$ cat config.mk
export PLATFORM = sky130hd
export DESIGN_NAME = sram_chain_reader
export DESIGN_NICKNAME = d
export VERILOG_FILES = /design/src/rtl/sram_chain_reader.sv
export SDC_FILE = /design/constraint.sdc
export NUM_CORES = 1
export LEC_CHECK = 0
export CAP_MARGIN = 30
export CORE_UTILIZATION = 41
export DETAILED_ROUTE_END_ITERATION = 8
export GPL_TIMING_DRIVEN = 0
export PLACE_DENSITY = 0.86
export SYNTH_ARGS = -nofsm -noshare
export SYNTH_HDL_FRONTEND = slang
export SYNTH_SLANG_ARGS = --single-unit
$ cat constraint.sdc
create_clock -name clk -period 1.7 [get_ports clk]
set_clock_uncertainty 0.05 [all_clocks]
set_input_delay 0.425 -clock clk [delete_from_list [all_inputs] [get_ports clk]]
set_output_delay 0.425 -clock clk [all_outputs]
set_load 0.01 [all_outputs]
$ cat src/rtl/sram_chain_reader.sv
// sram_chain_reader
// Walks one packet's linked chain of SRAM pages for a single output port.
// For each page it reads the data, ECC and jump-table entries, presents the
// page downstream under valid/ready, and then releases the page back to the
// null-page pool with a one-cycle rd_op pulse.

module sram_chain_reader #(
   parameter int ADDR_WIDTH = 11,
   parameter int JT_WIDTH   = 16,
   parameter int ECC_WIDTH  = 8,
   parameter int PORT_WIDTH = 4
) (
   input  logic                  clk,
   input  logic                  rst_n,
   input  logic                  req_valid,
   output logic                  req_ready,
   input  logic [PORT_WIDTH-1:0] req_port,
   input  logic [ADDR_WIDTH-1:0] req_head,
   input  logic [ADDR_WIDTH-1:0] req_pages,
   output logic                  sram_rd_en,
   output logic [ADDR_WIDTH-1:0] sram_rd_addr,
   output logic                  jt_rd_en,
   output logic [ADDR_WIDTH-1:0] jt_rd_addr,
   input  logic [JT_WIDTH-1:0]   jt_dout,
   output logic                  ecc_rd_en,
   output logic [ADDR_WIDTH-1:0] ecc_rd_addr,
   input  logic [ECC_WIDTH-1:0]  ecc_dout,
   output logic                  page_valid,
   input  logic                  page_ready,
   output logic [ADDR_WIDTH-1:0] page_addr,
   output logic [ECC_WIDTH-1:0]  page_ecc,
   output logic                  page_last,
   output logic                  rd_op,
   output logic [PORT_WIDTH-1:0] rd_port,
   output logic [ADDR_WIDTH-1:0] rd_addr,
   output logic                  busy,
   output logic                  done
);

   typedef enum logic [1:0] {
      IDLE  = 2'd0,
      ISSUE = 2'd1,
      WAIT  = 2'd2,
      OUT   = 2'd3
   } state_t;

   state_t                state;
   logic [ADDR_WIDTH-1:0] cur_ptr;
   logic [ADDR_WIDTH-1:0] next_ptr;
   logic [ADDR_WIDTH-1:0] remaining;
   logic [PORT_WIDTH-1:0] port_r;

   // Upper jump-table bits carry no pointer information and are deliberately dropped.
   logic jt_upper_unused;
   assign jt_upper_unused = ^jt_dout[JT_WIDTH-1:ADDR_WIDTH];

   // Handshake and status flags follow directly from the state register.
   assign req_ready = (state == IDLE);
   assign busy      = (state != IDLE);

   // Chain-walk FSM; every downstream-facing output is a register so nothing glitches.
   always_ff @(posedge clk) begin
      if (!rst_n) begin
         state        <= IDLE;
         cur_ptr      <= '0;
         next_ptr     <= '0;
         remaining    <= '0;
         port_r       <= '0;
         sram_rd_en   <= 1'b0;
         sram_rd_addr <= '0;
         jt_rd_en     <= 1'b0;
         jt_rd_addr   <= '0;
         ecc_rd_en    <= 1'b0;
         ecc_rd_addr  <= '0;
         page_valid   <= 1'b0;
         page_addr    <= '0;
         page_ecc     <= '0;
         page_last    <= 1'b0;
         rd_op        <= 1'b0;
         rd_port      <= '0;
         rd_addr      <= '0;
         done         <= 1'b0;
      end else begin
         sram_rd_en <= 1'b0;
         jt_rd_en   <= 1'b0;
         ecc_rd_en  <= 1'b0;
         rd_op      <= 1'b0;
         done       <= 1'b0;
         case (state)
            IDLE: begin
               if (req_valid) begin
                  port_r    <= req_port;
                  cur_ptr   <= req_head;
                  remaining <= req_pages;
                  if (req_pages == '0) begin
                     done <= 1'b1;
                  end else begin
                     sram_rd_en   <= 1'b1;
                     jt_rd_en     <= 1'b1;
                     ecc_rd_en    <= 1'b1;
                     sram_rd_addr <= req_head;
                     jt_rd_addr   <= req_head;
                     ecc_rd_addr  <= req_head;
                     state        <= ISSUE;
                  end
               end
            end
            ISSUE: begin
               state <= WAIT;
            end
            WAIT: begin
               next_ptr   <= jt_dout[ADDR_WIDTH-1:0];
               page_ecc   <= ecc_dout;
               page_addr  <= cur_ptr;
               page_last  <= (remaining == ADDR_WIDTH'(1));
               page_valid <= 1'b1;
               state      <= OUT;
            end
            OUT: begin
               if (page_ready) begin
                  page_valid <= 1'b0;
                  rd_op      <= 1'b1;
                  rd_port    <= port_r;
                  rd_addr    <= cur_ptr;
                  if (remaining == ADDR_WIDTH'(1)) begin
                     done  <= 1'b1;
                     state <= IDLE;
                  end else begin
                     cur_ptr      <= next_ptr;
                     remaining    <= remaining - ADDR_WIDTH'(1);
                     sram_rd_en   <= 1'b1;
                     jt_rd_en     <= 1'b1;
                     ecc_rd_en    <= 1'b1;
                     sram_rd_addr <= next_ptr;
                     jt_rd_addr   <= next_ptr;
                     ecc_rd_addr  <= next_ptr;
                     state        <= ISSUE;
                  end
               end
            end
            default: begin
               state <= IDLE;
            end
         endcase
      end
   end

endmodule

Word level (Yosys, flattened, before mapping)
Index checks and enable logic that the tools add are counted.

Register bits: 89. Latch bits: 0. RAM bits: 0. ROM bits: 0. Bits of input ports: 54. Output and inout bits: 76. Logic and storage cells: 65. Memories: 0.

Add/sub/neg operators: 1. Multiply operators: 0. Div/mod/pow operators: 0. Magnitude comparators: 0. Equality and inequality tests: 8. Shift-type cells: 0. Multiplexer cells: 29. Bitwise logic cells: 0. Reduce and logical (&&, ||, !) cells: 12.

Operators by type and width (count): 2-to-1 mux 11 bit (8); case mux 11 bit (2 select lines) (3); == test 11 x 1 -> 1 bit (second input constant) (1); logical NOT 11 bit (1); 2-to-1 mux 1 bit (11); subtractor 11 x 1 -> 11 bit (second input constant) (1); != test 2 bit (second input constant) (4); case mux 2 bit (4 select lines) (1); AND reduction 2 bit (4); 2-to-1 mux 2 bit (3); case mux 1 bit (2 select lines) (3); nonzero test 2 bit (3); AND reduction 5 bit (1); == test 2 bit (second input constant) (2); AND reduction 4 bit (1); AND reduction 3 bit (1); == test 2 x 1 -> 1 bit (second input constant) (1); logical NOT 2 bit (1).

Logic depth before layout (Yosys ltp)
Depth after elaboration: 4. Gate-level depth with buffers: 9. Depth with buffers taken out: 7.

Least setup slack after synthesis
No wires, ideal clock.

Path type: register -> register. From: register state[0]. To: register remaining[5]. Setup time: 131 ps. Arrival time: 1832 ps. Data required time: 1519 ps. Setup slack: -313 ps. Stages on the path, launching flop included: 9. Path buffers: 1. Period minus slack after synthesis: 2013 ps. Cell sequence: dfxtp_1 -> inv_1 -> ha_1 -> clkbuf_1 -> inv_1 -> o21ai_2 -> or2_2 -> o311ai_0 -> o21ai_1.

Longest elaborated chain between the ends: 3. Elaborated cells between the ends (all ways): 8. Those cells by class: eq/ne (4); mux (1); reduce/logical (3).

Ends and longest elaborated chain: from (decl) (RTL line 47) `state_t state;`; from (signal assigned) (RTL line 64) `state <= IDLE;`; from (signal assigned) (RTL line 104) `state <= ISSUE;`; from (signal assigned) (RTL line 109) `state <= WAIT;`; logical NOT 2 bit (*); named net req_ready (RTL line 16) `output logic req_ready,`; != test 2 bit (no line) / nonzero test 2 bit (equally long branches); AND reduction 4 bit (no line); to (signal assigned) (RTL line 94) `remaining <= req_pages;`; to (signal assigned) (RTL line 130) `remaining <= remaining - ADDR_WIDTH'(1);`; to (decl) (RTL line 50) `logic [ADDR_WIDTH-1:0] remaining;`.

The timed path passes the listed nets; every way through them passes the cells marked *. A chain may end at the register's enable or synchronous reset.

Worst setup path in the final report
From: register remaining[1]. To: register remaining[6].

Longest elaborated chain between the ends: 4. Elaborated cells between the ends (all ways): 7. Those cells by class: add/sub (1); eq/ne (2); mux (3); reduce/logical (1).

Ends and longest elaborated chain: subtractor 11 x 1 -> 11 bit (RTL line 130); 2-to-1 mux 11 bit (RTL line 125) `if (remaining == ADDR_WIDTH'(1)) begin`; 2-to-1 mux 11 bit (RTL line 120) `if (page_ready) begin`; case mux 11 bit (2 select lines) (RTL line 89) `case (state)`.

Several ways; a longest one is shown, not always the timed one. The select of a mux whose other input is x is not followed.

==> results.sh <==
export IMPL_p_clk_frac=0.142
export IMPL_synth_top_family_by_area="compound AO/OA/AOI/OAI gates"
export IMPL_period_share=1.10
export IMPL_clk_path_buf_depth=2
export IMPL_synth_top_area_frac=0.456
export IMPL_hold_viol=0
export IMPL_cp_slowest_stage_delay_ps=400
export IMPL_path_class="flop to flop"
export IMPL_synth_edff_count=0
export IMPL_synth_compound_gate_area_share=0.160
export IMPL_die_w_um=99.6
export IMPL_final_cell_area_mm2=0.00590
export IMPL_grt_pass1_wl_um=17600
export IMPL_power_share_combinational=0.536
export IMPL_required_ps=1930
export IMPL_route_detailed_drc=0
export IMPL_setup_viol=35
export IMPL_vias_per_cell=5.12
export IMPL_sw_frac_of_total=0.397
export IMPL_wl_per_cell_um=15.7
export IMPL_synthAdderAreaFrac=0.0160
export IMPL_power_density_mw_per_mm2=1670
export IMPL_crit_path_top_delay_cell="or3b_4"
export IMPL_drive_gt1_frac=0.280
export IMPL_grt_max_degree=18
export IMPL_switchingPower_uw=3910
export IMPL_firstDrtPassIters=5
export IMPL_synth_xor_area_share=0
export IMPL_start_kind="flop"
export IMPL_postCtsHoldBufs=0
export IMPL_path_buf_inv=1
export IMPL_fp_row_count=35
export IMPL_die_y_um=99.6
export IMPL_cts_tree="done"
export IMPL_cts_sinks=89
export IMPL_gp_congestion=0.859
export IMPL_yosysTopAreaCell="dfxtp_1"
export IMPL_clock_latency_ps=360
export IMPL_cts_root_buf="clkbuf_8"
export IMPL_num_fill_cells=792
export IMPL_syn_area_mm2=0.00391
export IMPL_yosysSeqAreaShare=0.456
export IMPL_peakVddDrop_v=0.000835
export IMPL_drt_iter0_drc=113
export IMPL_gr_total_overflow=0
export IMPL_num_io_pins=130
export IMPL_use_met2=0.398
export IMPL_synth_area_leaders="dfxtp_1 46%, mux2i_1 12%, nor2_1 6.2%"
export IMPL_setup_worst_path_start="remaining[1]"
export IMPL_seq_power_share=0.322
export IMPL_min_period_ps=1870
export IMPL_fin_hold_ws_ps=406
export IMPL_dp_slack_ps=-631
export IMPL_avgSynthCellArea_um2=9.20
export IMPL_total_power_uw=9840
export IMPL_worst_pin_slew_ps=698
export IMPL_slew_headroom=0.534
export IMPL_async_flop_share=0
export IMPL_grt_busiest_layer="met2"
export IMPL_end_kind="flop"
export IMPL_timing_fmax_ghz=0.535
export IMPL_dieArea_mm2=0.00993
export IMPL_synthCells=425
export IMPL_placed_area_mm2=0.00534
export IMPL_cp_top_family="simple AND/OR/NAND/NOR gates"
export IMPL_slew_viol_final=0
export IMPL_status="finished, violations left"
export IMPL_portBuffers=123
export IMPL_hpwl_um=7940
export IMPL_clkTransAtPathRegs_ps=100
export IMPL_final_nets=643
export IMPL_cts_buffers=9
export IMPL_synth_most_common_cell="dfxtp_1"
export IMPL_ys_flop_type="dfxtp_1"
export IMPL_violations="negative setup slack"
export IMPL_ys_ff_latch=89
export IMPL_rsz0062_at_grt="yes"
export IMPL_wl_um=11200
export IMPL_power_leakage_uw=0.00257
export IMPL_hp_class="flop to flop"
export IMPL_worst_path_max_fanout=2
export IMPL_htree_levels=3
export IMPL_yosys_area_share_simple=0.160
export IMPL_min_from="rd_addr[5]"
export IMPL_grt_pass1_vias=3724
export IMPL_syn2layout_area_growth_pct=51.0
export IMPL_cap_viol_max_count=0
export IMPL_arrival_ps=2100
export IMPL_grtUsageTotal=0.224
export IMPL_antenna_found_initial=0
export IMPL_grt_use_met1=0.267
export IMPL_synth_common_cells="89 x dfxtp_1, 65 x nor2_1, 46 x mux2i_1, 46 x nand2_1, 27 x a21oi_1"
export IMPL_num_vias=3674
export IMPL_ys_types=54
export IMPL_worst_slack_ps=-169
export IMPL_detail_route_antenna_nets=0
export IMPL_syn_nets=484
export IMPL_yosysWarningCount=0
export IMPL_start_util=0.423
export IMPL_muxShareOfSynthArea=0.118
export IMPL_diodes=0
export IMPL_grt_use_met3=0.0457
export IMPL_internal_power_uw=5930
export IMPL_r2r_start="remaining[1]"
export IMPL_path_cells="inv_2 > ha_4 > or3b_4 > nor3_4 > a31oi_1 > or3_4 > o31ai_2"
export IMPL_core_area_mm2=0.00924
layout make-up:
class / count / area [um2] / area share
Buffer: 49 / 360 / 0.0610
Clock buffer: 9 / 124 / 0.0210
Clock inverter: 7 / 60.1 / 0.0102
Inverter: 12 / 53.8 / 0.00911
Multi-Input combinational cell: 274 / 1970 / 0.334
Sequential cell: 89 / 1810 / 0.306
Tap cell: 129 / 161 / 0.0273
Timing Repair Buffer: 149 / 1370 / 0.232
kinds of logic (layout without fill, tap and decap cells):
kind of cell	Yosys count	after routing
AO/OA/AOI/OAI	83	83
adder cells (fa/ha/maj)	5	5
buffers and inverters	62	226
flip-flops	89	89
multiplexers	46	46
AND/OR/NAND/NOR	140	140
power groups by stage:
stage / Combinational (uW) / Clock, uW / Sequential (uW)
after floorplan: 2840 / 0 / 3100
after global placement: 4290 / 0 / 3110
after detailed placement: 4410 / 0 / 3150
after CTS: 4900 / 1400 / 3120
after global routing: 5650 / 1500 / 3240
final: 5280 / 1400 / 3160
state kept, by name (all words and copies together), names as in the netlist:
| name | flops |
|---|---|
| page_addr | 11 |
| remaining | 11 |
| rd_addr | 11 |
| port_r | 4 |
| cur_ptr | 11 |
| next_ptr | 11 |
| rd_port | 4 |
| page_ecc | 8 |
| state | 2 |
| done | 1 |
| page_valid | 1 |
| ecc_rd_addr | 11 |
| page_last | 1 |
| rd_op | 1 |
| ecc_rd_en | 1 |
metrics by stage:
| step | utilization | instances | TNS (ps) |
|---|---|---|---|
| CTS | 0.619 | 711 | -5740 |
| floorplan | - | 425 | -296 |
| finish | 0.639 | 718 | -3050 |
| detailed placement | 0.578 | 677 | -33680 |
| global route | 0.639 | 718 | -5620 |
| global placement | 0.578 | 677 | -33450 |
layer usage:
| metal | part of all wire | vias to the layer above |
|---|---|---|
| met5 | 0 | - |
| met1 | 0.43 | 1751 |
| met2 | 0.50 | 138 |
| met3 | 0.062 | 16 |
| met4 | 0.011 | 0 |
| li1 | - | 1769 |
what timing repair did:
item                                    4_1_cts  5_1_grt
gates resized for setup                     148       37
gates cloned                                  3        0
buffers inserted                             15        8
pin swaps                                    30       14
endpoints found under the setup margin      155       78
layout by cell type (no fill, tap or decap), drive strengths merged, types with 3 or more instances in the layout:
master	synthesis	routed
nor3	7	7
ha	5	5
nor4	3	3
o21ai	6	6
a21oi	28	28
buf	36	66
nand3	6	6
clkdlybuf4s50	0	42
nand2	46	46
dlymetal6s2s	0	6
dlygate4sd2	0	70
dfxtp	89	89
a211oi	23	23
o22ai	3	3
inv	11	15
clkbuf	14	22
o211ai	4	4
mux2i	46	46
nor2	65	65
worst reg2reg max path: stages (launching register included):
cell	delay, ps
dfxtp_2	340
inv_2	70
ha_4	140
or3b_4	400
nor3_4	150
a31oi_1	110
or3_4	360
o31ai_2	180
path summary, 6_finish.rpt:
kind	endpoint	slack, ps	cells past startpoint
setup / recovery	remaining[6]	-170	7
hold / removal	rd_addr[5]	410	2
setup reg to reg	remaining[6]	-170	7
hold reg to reg	rd_addr[5]	410	2
No activity file was read; power rests on OpenSTA's default activity.
==> edit, RTL diff (same flow settings) <==
`PORT_WIDTH`: 4 -> 3.
--- a/src/rtl/sram_chain_reader.sv
+++ b/src/rtl/sram_chain_reader.sv
@@ -10,3 +10,3 @@
    parameter int ECC_WIDTH  = 8,
-   parameter int PORT_WIDTH = 4
+   parameter int PORT_WIDTH = 3
 ) (
Ports: changed (resized rd_port and req_port); port bits go from 130 to 128. No check against the original RTL was run, so the function may have changed too.
==> edit against the original RTL <==
The run ends with design-rule violations, negative setup slack left. Synthesized area is 3.3% lower. Power is 1.1% higher. Sequential cell count is 2 lower. Die area is 3.2% lower. Worst setup slack worse by 0.32 ns. Cell area is 0.34% higher. Combinational power is 4% higher. Fmax is 15% lower. Wire length is 3.5% higher. Largest cell class unchanged.
==> edit: results (changes against the original RTL) <==
Detailed routing
  • Post-DR wirelength/cell: 16.9 um (was 15.7 um)
  • Detailed-route wire length: 11600 um (was 11200 um)
  • Starting DRT DRC Count: 241 (was 113)
  • DRC violation count after routing: 10 (was 0)
  • Number of optimization iterations in the first detailed-route pass: 7 (was 5)

Layout
  • Filler Cell Count: 674 (was 792)
  • Area growth from synthesis to layout: 56.7% (was 51.0%)
  • Net count of the finished layout: 634 (was 643)
  • Share of layout cells above drive strength 1: 29.1% (was 28.0%)

Pwr
  • Net switching power: 0.00394 W (was 0.00391 W)
  • Power dissipated in combinational cells: 0.00547 W (was 0.00528 W)
  • Internal power consumption: 0.00600 W (was 0.00593 W)

Min path
  • Min-Delay Startpoint: rd_addr[4] (was rd_addr[5])
  • Worst-case hold path end point: rd_addr[4] (was rd_addr[5])

Synthesis
  • Adder and majority gate portion of the synthesized area: 1.66% (was 1.60%)
  • Distinct cells, synth: 46 (was 54)
  • Area fraction in compound gates after synthesis: 14.6% (was 16.0%)

STA
  • Min setup slack post-route: -0.489 ns (was -0.169 ns)
  • Setup violation total in the final timing report: 39 (was 35)
  • Least-Margin Pin Slew: 0.786 ns (was 0.698 ns)
  • Tightest hold margin: 0.408 ns (was 0.406 ns)
  • Total negative slack for setup checks: -15.19 ns (was -3.05 ns)

Status
  • Failing checks: design-rule violations, negative setup slack (was negative setup slack)
  • Result of the run: finished with violations (unchanged)

Placed design
  • Placement-stage cell area: 5250 um2 (was 5340 um2)
  • Number of port buffers: 122 (was 123)
  • Post-Place Cells: 646 (was 677)
  • Dpl hpwl: 7730 um (was 7940 um)

Worst setup path
  • Slowest-stage cell, CP: or4_4 (was or3b_4)
  • Maximum fanout along the worst path: 6 (was 2)
  • Critical register-to-register path startpoint: remaining[9] (was remaining[1])
  • Critical path arrival: 2.36 ns (was 2.10 ns)
  • Reg-to-reg critical path endpoint: cur_ptr[0] (was remaining[6])

Clock network
  • Clock transition time at the flip-flop clock pins of the worst setup and hold paths: 0.08 ns (was 0.10 ns)

Global route
  • Vias in the first global route: 3528 (was 3724)
  • Maximum number of pins on one net before global-route repair: 14 (was 18)
## edit: cell type report
class / instances / share of cell area, %
buffer: 49 / 6.06
clock buffer: 11 / 2.39
clock inverter: 4 / 0.359
inverter: 9 / 0.634
multi-input combinational: 270 / 34.1
sequential: 87 / 30.1
tap: 108 / 2.28
timing repair buffer: 150 / 24.1
## edit: per-layer routing
metal / wire, um / share of wire [%] / track usage [%]
met1: 4790 / 41 / 26.8
met2: 5890 / 51 / 38.2
met3: 738 / 6.3 / 4.72
met4: 206 / 1.8 / 8.16
met5: 0 / 0 / 0
## edit: worst max path at each step
stage,from,to,slack [ns]
after floorplan,remaining[0],remaining[7],-0.28
after global placement,req_pages[0],ecc_rd_addr[5],-0.67
after detailed placement,req_pages[0],ecc_rd_addr[0],-0.71
after CTS,remaining[9],ecc_rd_addr[9],-0.40
after global routing,state[0],ecc_rd_addr[1],-0.55
final,remaining[9],cur_ptr[0],-0.49
